File: src/rtl/nn_fp_pkg.sv
// Shared definitions for the neuron datapath: FSM states, FP constants,
// exception-flag positions and rounding helpers used by the FP units.
package nn_fp_pkg;

  typedef enum logic [1:0] {IDLE, ACCUM, DRAIN, DONE} state_e;

  localparam logic [31:0] FP_ZERO = 32'h0000_0000;
  localparam logic [31:0] FP_HALF = 32'h3f00_0000;
  localparam logic [31:0] FP_ONE  = 32'h3f80_0000;

  localparam int EXC_NX = 0;  // inexact
  localparam int EXC_UF = 1;  // underflow
  localparam int EXC_OF = 2;  // overflow
  localparam int EXC_DZ = 3;  // divide by zero
  localparam int EXC_NV = 4;  // invalid

  localparam logic [2:0] RND_RNE = 3'd0;
  localparam logic [2:0] RND_RTZ = 3'd1;
  localparam logic [2:0] RND_RDN = 3'd2;
  localparam logic [2:0] RND_RUP = 3'd3;
  localparam logic [2:0] RND_RMM = 3'd4;

  function automatic logic round_inc(input logic sign, input logic lsb, input logic guard,
                                     input logic sticky, input logic [2:0] mode);
    case (mode)
      RND_RTZ: return 1'b0;
      RND_RDN: return sign & (guard | sticky);
      RND_RUP: return ~sign & (guard | sticky);
      RND_RMM: return guard;
      default: return guard & (sticky | lsb);
    endcase
  endfunction

  // Whether an overflowing result becomes infinity (else the largest finite value).
  function automatic logic ovf_to_inf(input logic sign, input logic [2:0] mode);
    case (mode)
      RND_RTZ: return 1'b0;
      RND_RDN: return sign;
      RND_RUP: return ~sign;
      default: return 1'b1;
    endcase
  endfunction

endpackage

File: src/rtl/add_sub.sv
// Combinational FP adder/subtractor (op_i=1 subtracts b); subnormals flush to zero.
module add_sub
  import nn_fp_pkg::*;
#(
  parameter int exp_width  = 8,
  parameter int mant_width = 24
) (
  input  logic [exp_width+mant_width-1:0] a_i,
  input  logic [exp_width+mant_width-1:0] b_i,
  input  logic                            op_i,
  input  logic [2:0]                      round_mode_i,
  output logic [exp_width+mant_width-1:0] z_o,
  output logic [4:0]                      exc_o
);
  localparam int E    = exp_width;
  localparam int F    = mant_width - 1;
  localparam int M    = mant_width;
  localparam int EMAX = (1 << E) - 1;
  localparam int SW   = M + 4;  // carry, mantissa, guard, round, sticky

  logic          sa, sb, sbe, swap, s_big, s_sml, zs;
  logic [E-1:0]  ea, eb, e_big, e_sml;
  logic [F-1:0]  fa, fb;
  logic          a_zero, b_zero, a_inf, b_inf, a_nan, b_nan;
  logic [M-1:0]  ma, mb, m_big, m_sml, mant;
  logic [M:0]    mant_r;
  logic [SW-1:0] big_x, sml_x, shifted, sum, norm;
  logic          guard, sticky, up;
  int            diff, lz, exp_i;

  assign {sa, ea, fa} = a_i;
  assign {sb, eb, fb} = b_i;

  always_comb begin
    sbe    = sb ^ op_i;
    a_zero = (ea == '0);
    b_zero = (eb == '0);
    a_inf  = (ea == '1) && (fa == '0);
    b_inf  = (eb == '1) && (fb == '0);
    a_nan  = (ea == '1) && (fa != '0);
    b_nan  = (eb == '1) && (fb != '0);
    ma     = {~a_zero, fa};
    mb     = {~b_zero, fb};
    swap   = {eb, fb} > {ea, fa};
    s_big  = swap ? sbe : sa;
    s_sml  = swap ? sa : sbe;
    e_big  = swap ? eb : ea;
    e_sml  = swap ? ea : eb;
    m_big  = swap ? mb : ma;
    m_sml  = swap ? ma : mb;
    diff   = int'(e_big) - int'(e_sml);
    big_x  = {1'b0, m_big, 3'b000};
    sml_x  = {1'b0, m_sml, 3'b000};
    if (diff >= SW) begin
      shifted    = '0;
      shifted[0] = |m_sml;
    end else begin
      shifted    = sml_x >> diff;
      shifted[0] = shifted[0] | (|(sml_x & ~({SW{1'b1}} << diff)));
    end
    sum = (s_big == s_sml) ? big_x + shifted : big_x - shifted;
    lz  = SW;
    for (int i = 0; i < SW; i++) begin
      if (sum[i]) lz = SW - 1 - i;
    end
    norm   = sum << lz;
    exp_i  = int'(e_big) + 1 - lz;
    mant   = norm[SW-1 -: M];
    guard  = norm[SW-1-M];
    sticky = |norm[SW-2-M:0];
    up     = round_inc(s_big, mant[0], guard, sticky, round_mode_i);
    mant_r = {1'b0, mant} + {{M{1'b0}}, up};
    if (mant_r[M]) begin
      mant  = mant_r[M:1];
      exp_i = exp_i + 1;
    end else begin
      mant  = mant_r[M-1:0];
    end
    // Exact cancellation yields +0 except when rounding toward minus infinity.
    zs = (round_mode_i == RND_RDN) ? (s_big | s_sml) : (s_big & s_sml);

    z_o   = '0;
    exc_o = '0;
    if (a_nan || b_nan || (a_inf && b_inf && (sa != sbe))) begin
      z_o           = {1'b0, {E{1'b1}}, 1'b1, {(F-1){1'b0}}};
      exc_o[EXC_NV] = a_inf && b_inf;
    end else if (a_inf) begin
      z_o = {sa, {E{1'b1}}, {F{1'b0}}};
    end else if (b_inf) begin
      z_o = {sbe, {E{1'b1}}, {F{1'b0}}};
    end else if (sum == '0) begin
      z_o = {zs, {(E+F){1'b0}}};
    end else if (exp_i >= EMAX) begin
      z_o = ovf_to_inf(s_big, round_mode_i) ? {s_big, {E{1'b1}}, {F{1'b0}}}
                                            : {s_big, {(E-1){1'b1}}, 1'b0, {F{1'b1}}};
      exc_o[EXC_OF] = 1'b1;
      exc_o[EXC_NX] = 1'b1;
    end else if (exp_i <= 0) begin
      z_o           = {s_big, {(E+F){1'b0}}};
      exc_o[EXC_UF] = 1'b1;
      exc_o[EXC_NX] = 1'b1;
    end else begin
      z_o           = {s_big, exp_i[E-1:0], mant[F-1:0]};
      exc_o[EXC_NX] = guard | sticky;
    end
  end

endmodule

File: src/rtl/multiplier.sv
// Combinational FP multiplier; subnormal inputs and results are flushed to zero.
module multiplier
  import nn_fp_pkg::*;
#(
  parameter int exp_width  = 8,
  parameter int mant_width = 24
) (
  input  logic [exp_width+mant_width-1:0] a_i,
  input  logic [exp_width+mant_width-1:0] b_i,
  input  logic [2:0]                      round_mode_i,
  output logic [exp_width+mant_width-1:0] z_o,
  output logic [4:0]                      exc_o
);
  localparam int E    = exp_width;
  localparam int F    = mant_width - 1;
  localparam int M    = mant_width;
  localparam int BIAS = (1 << (E - 1)) - 1;
  localparam int EMAX = (1 << E) - 1;

  logic         sa, sb, sz;
  logic [E-1:0] ea, eb;
  logic [F-1:0] fa, fb;
  logic         a_zero, b_zero, a_inf, b_inf, a_nan, b_nan;
  logic [2*M-1:0] prod;
  logic [M-1:0] mant;
  logic [M:0]   mant_r;
  logic         guard, sticky, up;
  int           exp_i;

  assign {sa, ea, fa} = a_i;
  assign {sb, eb, fb} = b_i;

  always_comb begin
    a_zero = (ea == '0);
    b_zero = (eb == '0);
    a_inf  = (ea == '1) && (fa == '0);
    b_inf  = (eb == '1) && (fb == '0);
    a_nan  = (ea == '1) && (fa != '0);
    b_nan  = (eb == '1) && (fb != '0);
    sz     = sa ^ sb;
    prod   = {{M{1'b0}}, ~a_zero, fa} * {{M{1'b0}}, ~b_zero, fb};
    exp_i  = int'(ea) + int'(eb) - BIAS;
    if (prod[2*M-1]) begin
      mant   = prod[2*M-1 -: M];
      guard  = prod[M-1];
      sticky = |prod[M-2:0];
      exp_i  = exp_i + 1;
    end else begin
      mant   = prod[2*M-2 -: M];
      guard  = prod[M-2];
      sticky = |prod[M-3:0];
    end
    up     = round_inc(sz, mant[0], guard, sticky, round_mode_i);
    mant_r = {1'b0, mant} + {{M{1'b0}}, up};
    if (mant_r[M]) begin
      mant  = mant_r[M:1];
      exp_i = exp_i + 1;
    end else begin
      mant  = mant_r[M-1:0];
    end

    z_o   = '0;
    exc_o = '0;
    if (a_nan || b_nan || (a_inf && b_zero) || (b_inf && a_zero)) begin
      z_o           = {1'b0, {E{1'b1}}, 1'b1, {(F-1){1'b0}}};
      exc_o[EXC_NV] = (a_inf && b_zero) || (b_inf && a_zero);
    end else if (a_inf || b_inf) begin
      z_o = {sz, {E{1'b1}}, {F{1'b0}}};
    end else if (a_zero || b_zero) begin
      z_o = {sz, {(E+F){1'b0}}};
    end else if (exp_i >= EMAX) begin
      z_o = ovf_to_inf(sz, round_mode_i) ? {sz, {E{1'b1}}, {F{1'b0}}}
                                         : {sz, {(E-1){1'b1}}, 1'b0, {F{1'b1}}};
      exc_o[EXC_OF] = 1'b1;
      exc_o[EXC_NX] = 1'b1;
    end else if (exp_i <= 0) begin
      z_o           = {sz, {(E+F){1'b0}}};
      exc_o[EXC_UF] = 1'b1;
      exc_o[EXC_NX] = 1'b1;
    end else begin
      z_o           = {sz, exp_i[E-1:0], mant[F-1:0]};
      exc_o[EXC_NX] = guard | sticky;
    end
  end

endmodule

File: src/rtl/neuron_mac.sv
// One neuron pre-activation z = bias + sum(x*w) over n_inputs streamed pairs,
// with a registered product stage and a valid/ready result handoff.
module neuron_mac
  import nn_fp_pkg::*;
#(
  parameter int exp_width  = 8,
  parameter int mant_width = 24,
  parameter int n_inputs   = 4
) (
  input  logic                            clk,
  input  logic                            rst_l,
  input  logic [2:0]                      round_mode,
  input  logic                            in_valid,
  output logic                            in_ready,
  input  logic [exp_width+mant_width-1:0] in_x,
  input  logic [exp_width+mant_width-1:0] in_w,
  input  logic [exp_width+mant_width-1:0] in_bias,
  output logic                            out_valid,
  input  logic                            out_ready,
  output logic [exp_width+mant_width-1:0] out_sum,
  output logic [4:0]                      out_exceptions
);
  localparam int W     = exp_width + mant_width;
  localparam int CNT_W = $clog2(n_inputs + 1);

  state_e           state_q;
  logic             in_ready_q, out_valid_q, prod_vld_q;
  logic [W-1:0]     acc_q, acc_d, prod_q;
  logic [4:0]       exc_q, exc_d;
  logic [CNT_W-1:0] cnt_q;
  logic [W-1:0]     mul_z, add_z;
  logic [4:0]       mul_exc, add_exc;
  logic             accept, last_pair;

  multiplier #(.exp_width(exp_width), .mant_width(mant_width)) u_mul (
    .a_i(in_x), .b_i(in_w), .round_mode_i(round_mode), .z_o(mul_z), .exc_o(mul_exc)
  );

  add_sub #(.exp_width(exp_width), .mant_width(mant_width)) u_add (
    .a_i(acc_q), .b_i(prod_q), .op_i(1'b0), .round_mode_i(round_mode),
    .z_o(add_z), .exc_o(add_exc)
  );

  assign accept    = in_valid & in_ready_q;
  assign last_pair = (cnt_q == CNT_W'(n_inputs - 1));

  // The first pair of a neuron restarts the accumulator from the bias.
  always_comb begin
    acc_d = acc_q;
    exc_d = exc_q;
    if (prod_vld_q) begin
      acc_d = add_z;
      exc_d = exc_d | add_exc;
    end
    if (accept) exc_d = exc_d | mul_exc;
    if (accept && state_q == IDLE) begin
      acc_d = in_bias;
      exc_d = mul_exc;
    end
  end

  always_ff @(posedge clk or negedge rst_l) begin
    if (!rst_l) begin
      state_q     <= IDLE;
      in_ready_q  <= 1'b0;
      out_valid_q <= 1'b0;
      prod_vld_q  <= 1'b0;
      acc_q       <= '0;
      prod_q      <= '0;
      exc_q       <= '0;
      cnt_q       <= '0;
    end else begin
      acc_q      <= acc_d;
      exc_q      <= exc_d;
      prod_vld_q <= accept;
      if (accept) prod_q <= mul_z;
      case (state_q)
        IDLE: begin
          in_ready_q <= 1'b1;
          cnt_q      <= '0;
          if (accept) begin
            cnt_q <= CNT_W'(1);
            if (n_inputs == 1) begin
              state_q    <= DRAIN;
              in_ready_q <= 1'b0;
            end else begin
              state_q <= ACCUM;
            end
          end
        end
        ACCUM: begin
          if (accept) begin
            cnt_q <= cnt_q + 1'b1;
            if (last_pair) begin
              state_q    <= DRAIN;
              in_ready_q <= 1'b0;
            end
          end
        end
        DRAIN: begin
          state_q     <= DONE;
          out_valid_q <= 1'b1;
        end
        DONE: begin
          if (out_ready) begin
            state_q     <= IDLE;
            out_valid_q <= 1'b0;
            in_ready_q  <= 1'b1;
            cnt_q       <= '0;
          end
        end
        default: state_q <= IDLE;
      endcase
    end
  end

  assign in_ready       = in_ready_q;
  assign out_valid      = out_valid_q;
  assign out_sum        = acc_q;
  assign out_exceptions = exc_q;

endmodule

File: config.mk
export PLATFORM = sky130hd
export DESIGN_NAME = neuron_mac
export DESIGN_NICKNAME = d
export VERILOG_FILES = /design/src/rtl/nn_fp_pkg.sv /design/src/rtl/add_sub.sv /design/src/rtl/multiplier.sv /design/src/rtl/neuron_mac.sv
export SDC_FILE = /design/constraint.sdc
export NUM_CORES = 2
export LEC_CHECK = 0
export BUFFER_PORTS_ARGS = -buffer_cell sky130_fd_sc_hd__buf_2
export CAP_MARGIN = 20
export CORE_MARGIN = 2
export CORE_UTILIZATION = 60
export CTS_CLUSTER_SIZE = 10
export DETAILED_ROUTE_END_ITERATION = 12
export PLACE_DENSITY_LB_ADDON = 0.25
export SLEW_MARGIN = 5
export SYNTH_ARGS = -nofsm -noshare
export SYNTH_HDL_FRONTEND = slang
export SYNTH_SLANG_ARGS = --single-unit
File: constraint.sdc
create_clock -name clk -period 34 [get_ports clk]
set_input_delay 0 -clock clk [delete_from_list [all_inputs] [get_ports clk]]
set_output_delay 0 -clock clk [all_outputs]
set_load 0.02 [all_outputs]
==> summary by stage <==
Logic synthesis
fa_1 takes more of the synthesized area than any other cell. By area, the combinational part of the netlist is dominated by adder cells. The flip-flop and latch count after synthesis is 76. The fraction of synthesized area in multiplexers is 4.03%. The area share of fa/ha/maj cells after synthesis is 36.2%. The number of cells produced by synthesis is 4,781. The dominant synthesized flop cell is dfrtp_1. The synthesized netlist devotes 18.4% of its cell area to compound gates. Counting flops with a built-in enable in the synthesized netlist gives 0. Of the total synthesized cell area, the portion taken by AND, OR, NAND and NOR gates is 23.2%. The Yosys step of the flow raised 0 warnings. The number of nets in the synthesized netlist is 5,658. In the post-synthesis netlist, the biggest area contributors are fa_1 (26%), ha_1 (9.8%), nand2_1 (7.3%). The area share of the largest cell type after synthesis is 26.4%. The cell area that synthesis handed to floorplanning was 0.0368 mm^2. The count of distinct cell types in the synthesized netlist is 120. Averaged over all synthesized cells, the footprint is 7.70 um^2. The fraction of registers with async set or reset after synthesis is 100%. The xor/xnor cell area share of the yosys netlist is 3.19%.

After synthesis, flip-flops and latches occupy 5.17% of the total area.

Routing
After detailed routing, the average wire length per cell comes to 23.0 um. The remaining antenna violation count after routing is 0. Before antenna repair, the detailed router went through 7 iterations. The number of remaining DRC errors is 0. The initial detailed-routing violation count is 3,861.

For this block, the via count after detailed routing is 35,900. The final wirelength is 127,000 um. The via density per instance is 6.52.

Placement
The number of port buffers is 140. Summing all placed instances gives a cell area of 0.0376 mm^2. At the end of routability-driven placement, the weighted congestion stood at 1.04. Detailed placement finished with a half-perimeter wire length of 98,200 um.

Global routing
Global routing finished with a remaining overflow of 0. The initial antenna violation count is 1. The all-layer global routing usage is 40.0%. The via count of the first global-routing pass is 35,600. Entering global routing, the biggest net connects 74 pins. The global-route wire length before repair is 199,000 um.

Floorplan
For this configuration, the core starts out at a cell density of 60.9%. The region available for standard cell placement spans 0.0605 mm^2. The die boundary width is 252 um. The I/O pin count is 142. The floorplan has 90 rows. The full die area is 0.0633 mm^2.

The die height is 252 um.

Worst setup path
The slowest stage of the critical path belongs to the cell nor4b_4. The worst setup path is of the flip-flop to flip-flop kind. Measured in cells, the most critical reg-to-reg path has a length of 62.

At the worst endpoint, the required time is 34.25 ns. The most used cell along the critical path is nand2_1. The type of destination of the critical path is a flip-flop. The largest incremental delay on the critical path is 0.62 ns. The worst setup path is launched from a flip-flop.

The first element of the critical path is out_sum[14]$_DFFE_PN0P_. The register-to-register setup slack is 18.29 ns. The worst register-to-register path ends at out_sum[4]$_DFFE_PN0P_.

The origin of the critical flop-to-flop path is out_sum[14]$_DFFE_PN0P_. The endpoint arrival time on the critical path is 15.96 ns. In this run the worst path has a maximum fanout of 25.

The worst setup path endpoint is out_sum[4]$_DFFE_PN0P_.

Layout
The number of nets in the layout is 5,606. The repair_antennas step left the layout with diodes totalling 0. Of the cells placed in the final design, the portion with a size suffix greater than 1 is 6.70%. Compared with the post-synthesis result, the final layout area differs by 3.94%. After routing the design area is 0.0382 mm^2.

Min path
The worst hold path belongs to the class primary input to flip-flop.

Timing
Adding up every negative setup slack in the final design gives 0 ns. The headroom to the max-slew limit is 24.6%. The count of final max-slew check failures came to 0.

Across the routed clock network, the largest skew measured is 0.00752 ns. Setup repair after global routing left no endpoint under its margin. For the pin with the worst max-slew slack, the measured transition is 1.12 ns. Hold is met by 0.00255 ns.

The final cycle utilization of the critical path is 46.2%. The hold violation count in the final report is 0. Setup violations remaining at the end of the flow were counted as 0. After layout, the minimum clock period comes to 15.71 ns. Static timing analysis puts the maximum clock frequency at 63.7 MHz.

Clocking
Clock tree synthesis found a total of 76 sinks. The number of setup buffers added after CTS is 0. The clock root buffer is clkbuf_16.

TritonCTS built the clock tree. The maximum level of the CTS H-tree is 3. The number of clock buffers inserted by TritonCTS is 9. The latest clock arrival within the worst-skew pair is 0.34 ns. After clock tree synthesis, the clock-pin slew on the worst setup and hold paths is 0.07 ns. The number of buffers on the longest clock path is 2.

Status
The flow ran to the end, and the final reports show no timing, DRC or antenna violations.

Job
Max-cap violations in this run came to 0.
cell usage after synthesis (all sizes together), types with 13 or more instances:
| master | number |
|---|---|
| mux2i | 87 |
| or3 | 31 |
| o22ai | 30 |
| a211o | 16 |
| fa | 485 |
| nand4 | 53 |
| o21ai | 187 |
| a22oi | 14 |
| inv | 648 |
| and3 | 42 |
| mux2 | 25 |
| and2 | 223 |
| nor3 | 123 |
| nor2 | 283 |
| o21bai | 23 |
| o311ai | 13 |
| a221o | 37 |
| o211a | 16 |
| nor2b | 28 |
| xnor2 | 79 |
| nor4 | 51 |
| o2111ai | 17 |
| buf | 65 |
| nand2b | 35 |
| and4 | 14 |
| o211ai | 54 |
| dfrtp | 76 |
| ha | 289 |
| clkbuf | 204 |
| a31oi | 37 |
| or2 | 25 |
| nand2 | 713 |
| nand3 | 97 |
| a21o | 51 |
| xor2 | 55 |
| o31a | 13 |
| a211oi | 44 |
| o31ai | 16 |
| o21a | 28 |
| a21oi | 249 |
| mux4 | 14 |
metal layers:
metal	track usage [%]	routed length, um
met4	19.9	7510
met1	51.9	48500
met2	63.9	57500
met3	7.77	13100
met5	0	13
flip-flops by register name, summed over array words and instances (netlist names):
| signal | flops |
|---|---|
| cnt_q | 3 |
| out_sum | 32 |
| state_q | 2 |
| out_exceptions | 4 |
| in_ready | 1 |
| out_valid | 1 |
| prod_vld_q | 1 |
| prod_q | 32 |
placed cells by master (no fill, tap or decap), types with 21 or more instances in the layout:
cell	Yosys	layout
inv_1	645	645
fa_1	485	485
and3_1	42	41
and2_1	222	222
nor4_1	48	48
nand2b_1	35	35
mux2_2	21	21
nand4_1	53	53
xor2_1	55	55
dfrtp_1	76	76
a221o_1	37	37
a211oi_1	41	41
buf_2	32	139
a21oi_1	244	244
nand2_1	711	711
o21a_1	28	28
or2_2	23	23
nor3_1	120	120
nor2b_1	28	28
o21ai_0	172	172
o21bai_1	23	23
mux2i_1	85	85
nor2_1	282	280
buf_4	12	32
dlygate4sd3_1	0	34
o22ai_1	30	30
o211ai_1	51	51
a21o_1	51	51
a31oi_1	37	37
nand3_1	95	95
or3_1	30	30
xnor2_1	79	79
ha_1	289	288
worst max-delay path: cells and delay by family, from the launching register on:
| family | cells | cell delay [ns] |
|---|---|---|
| flops | 1 | 0.51 |
| compound gates | 31 | 6.89 |
| buf+inv | 5 | 1.12 |
| xor+xnor | 1 | 0.16 |
| fa+ha+maj | 5 | 1.30 |
| mux | 2 | 0.71 |
| simple gates | 18 | 4.86 |
cells by family after synthesis:
kind of cell | count (synthesis)
AO/OA/AOI/OAI | 981
XOR/XNOR | 134
adder cells (fa/ha/maj) | 775
buffers and inverters | 919
flip-flops | 76
multiplexers | 126
other | 1
AND/OR/NAND/NOR | 1769
how the worst min path moves through the flow:
stage,start,end,cells after the start
after detailed placement,rst_l,out_sum[29]$_DFFE_PN0P_,1
after CTS,in_x[31],prod_q[31]$_DFFE_PN0P_,4
after floorplan,rst_l,cnt_q[0]$_DFFE_PN0P_,0
final,in_x[31],prod_q[31]$_DFFE_PN0P_,4
after global routing,in_x[31],prod_q[31]$_DFFE_PN0P_,4
after global placement,rst_l,out_sum[29]$_DFFE_PN0P_,1
final cells by class:
class                      count  area [um^2]
timing repair buffer         206         1280
inverter                     650         2440
multi-input combinational   3786        31400
clock buffer                  10          229
tap                          782          978
fill                        5438        22200
sequential                    76         1900
clock inverter                 5         53.8
stage by stage:
step | worst slack [ns] | cells | utilization, %
CTS | 18.82 | 5513 | 63.2
global route | 17.43 | 5515 | 63.3
floorplan | 21.33 | 4781 | -
finish | 18.29 | 5515 | 63.3
global placement | 19.10 | 5465 | 62.2
detailed placement | 18.93 | 5465 | 62.2
what timing repair did:
action                                  in CTS  in global routing
resized for setup                            0                  0
hold buffers                                33                  1
endpoints found under the hold margin       59                  1
endpoints found under the setup margin       0                  0
Power is left out: the tool's default activity adds up to more than one toggle a clock period on the data nets, which glitch-free logic cannot reach.
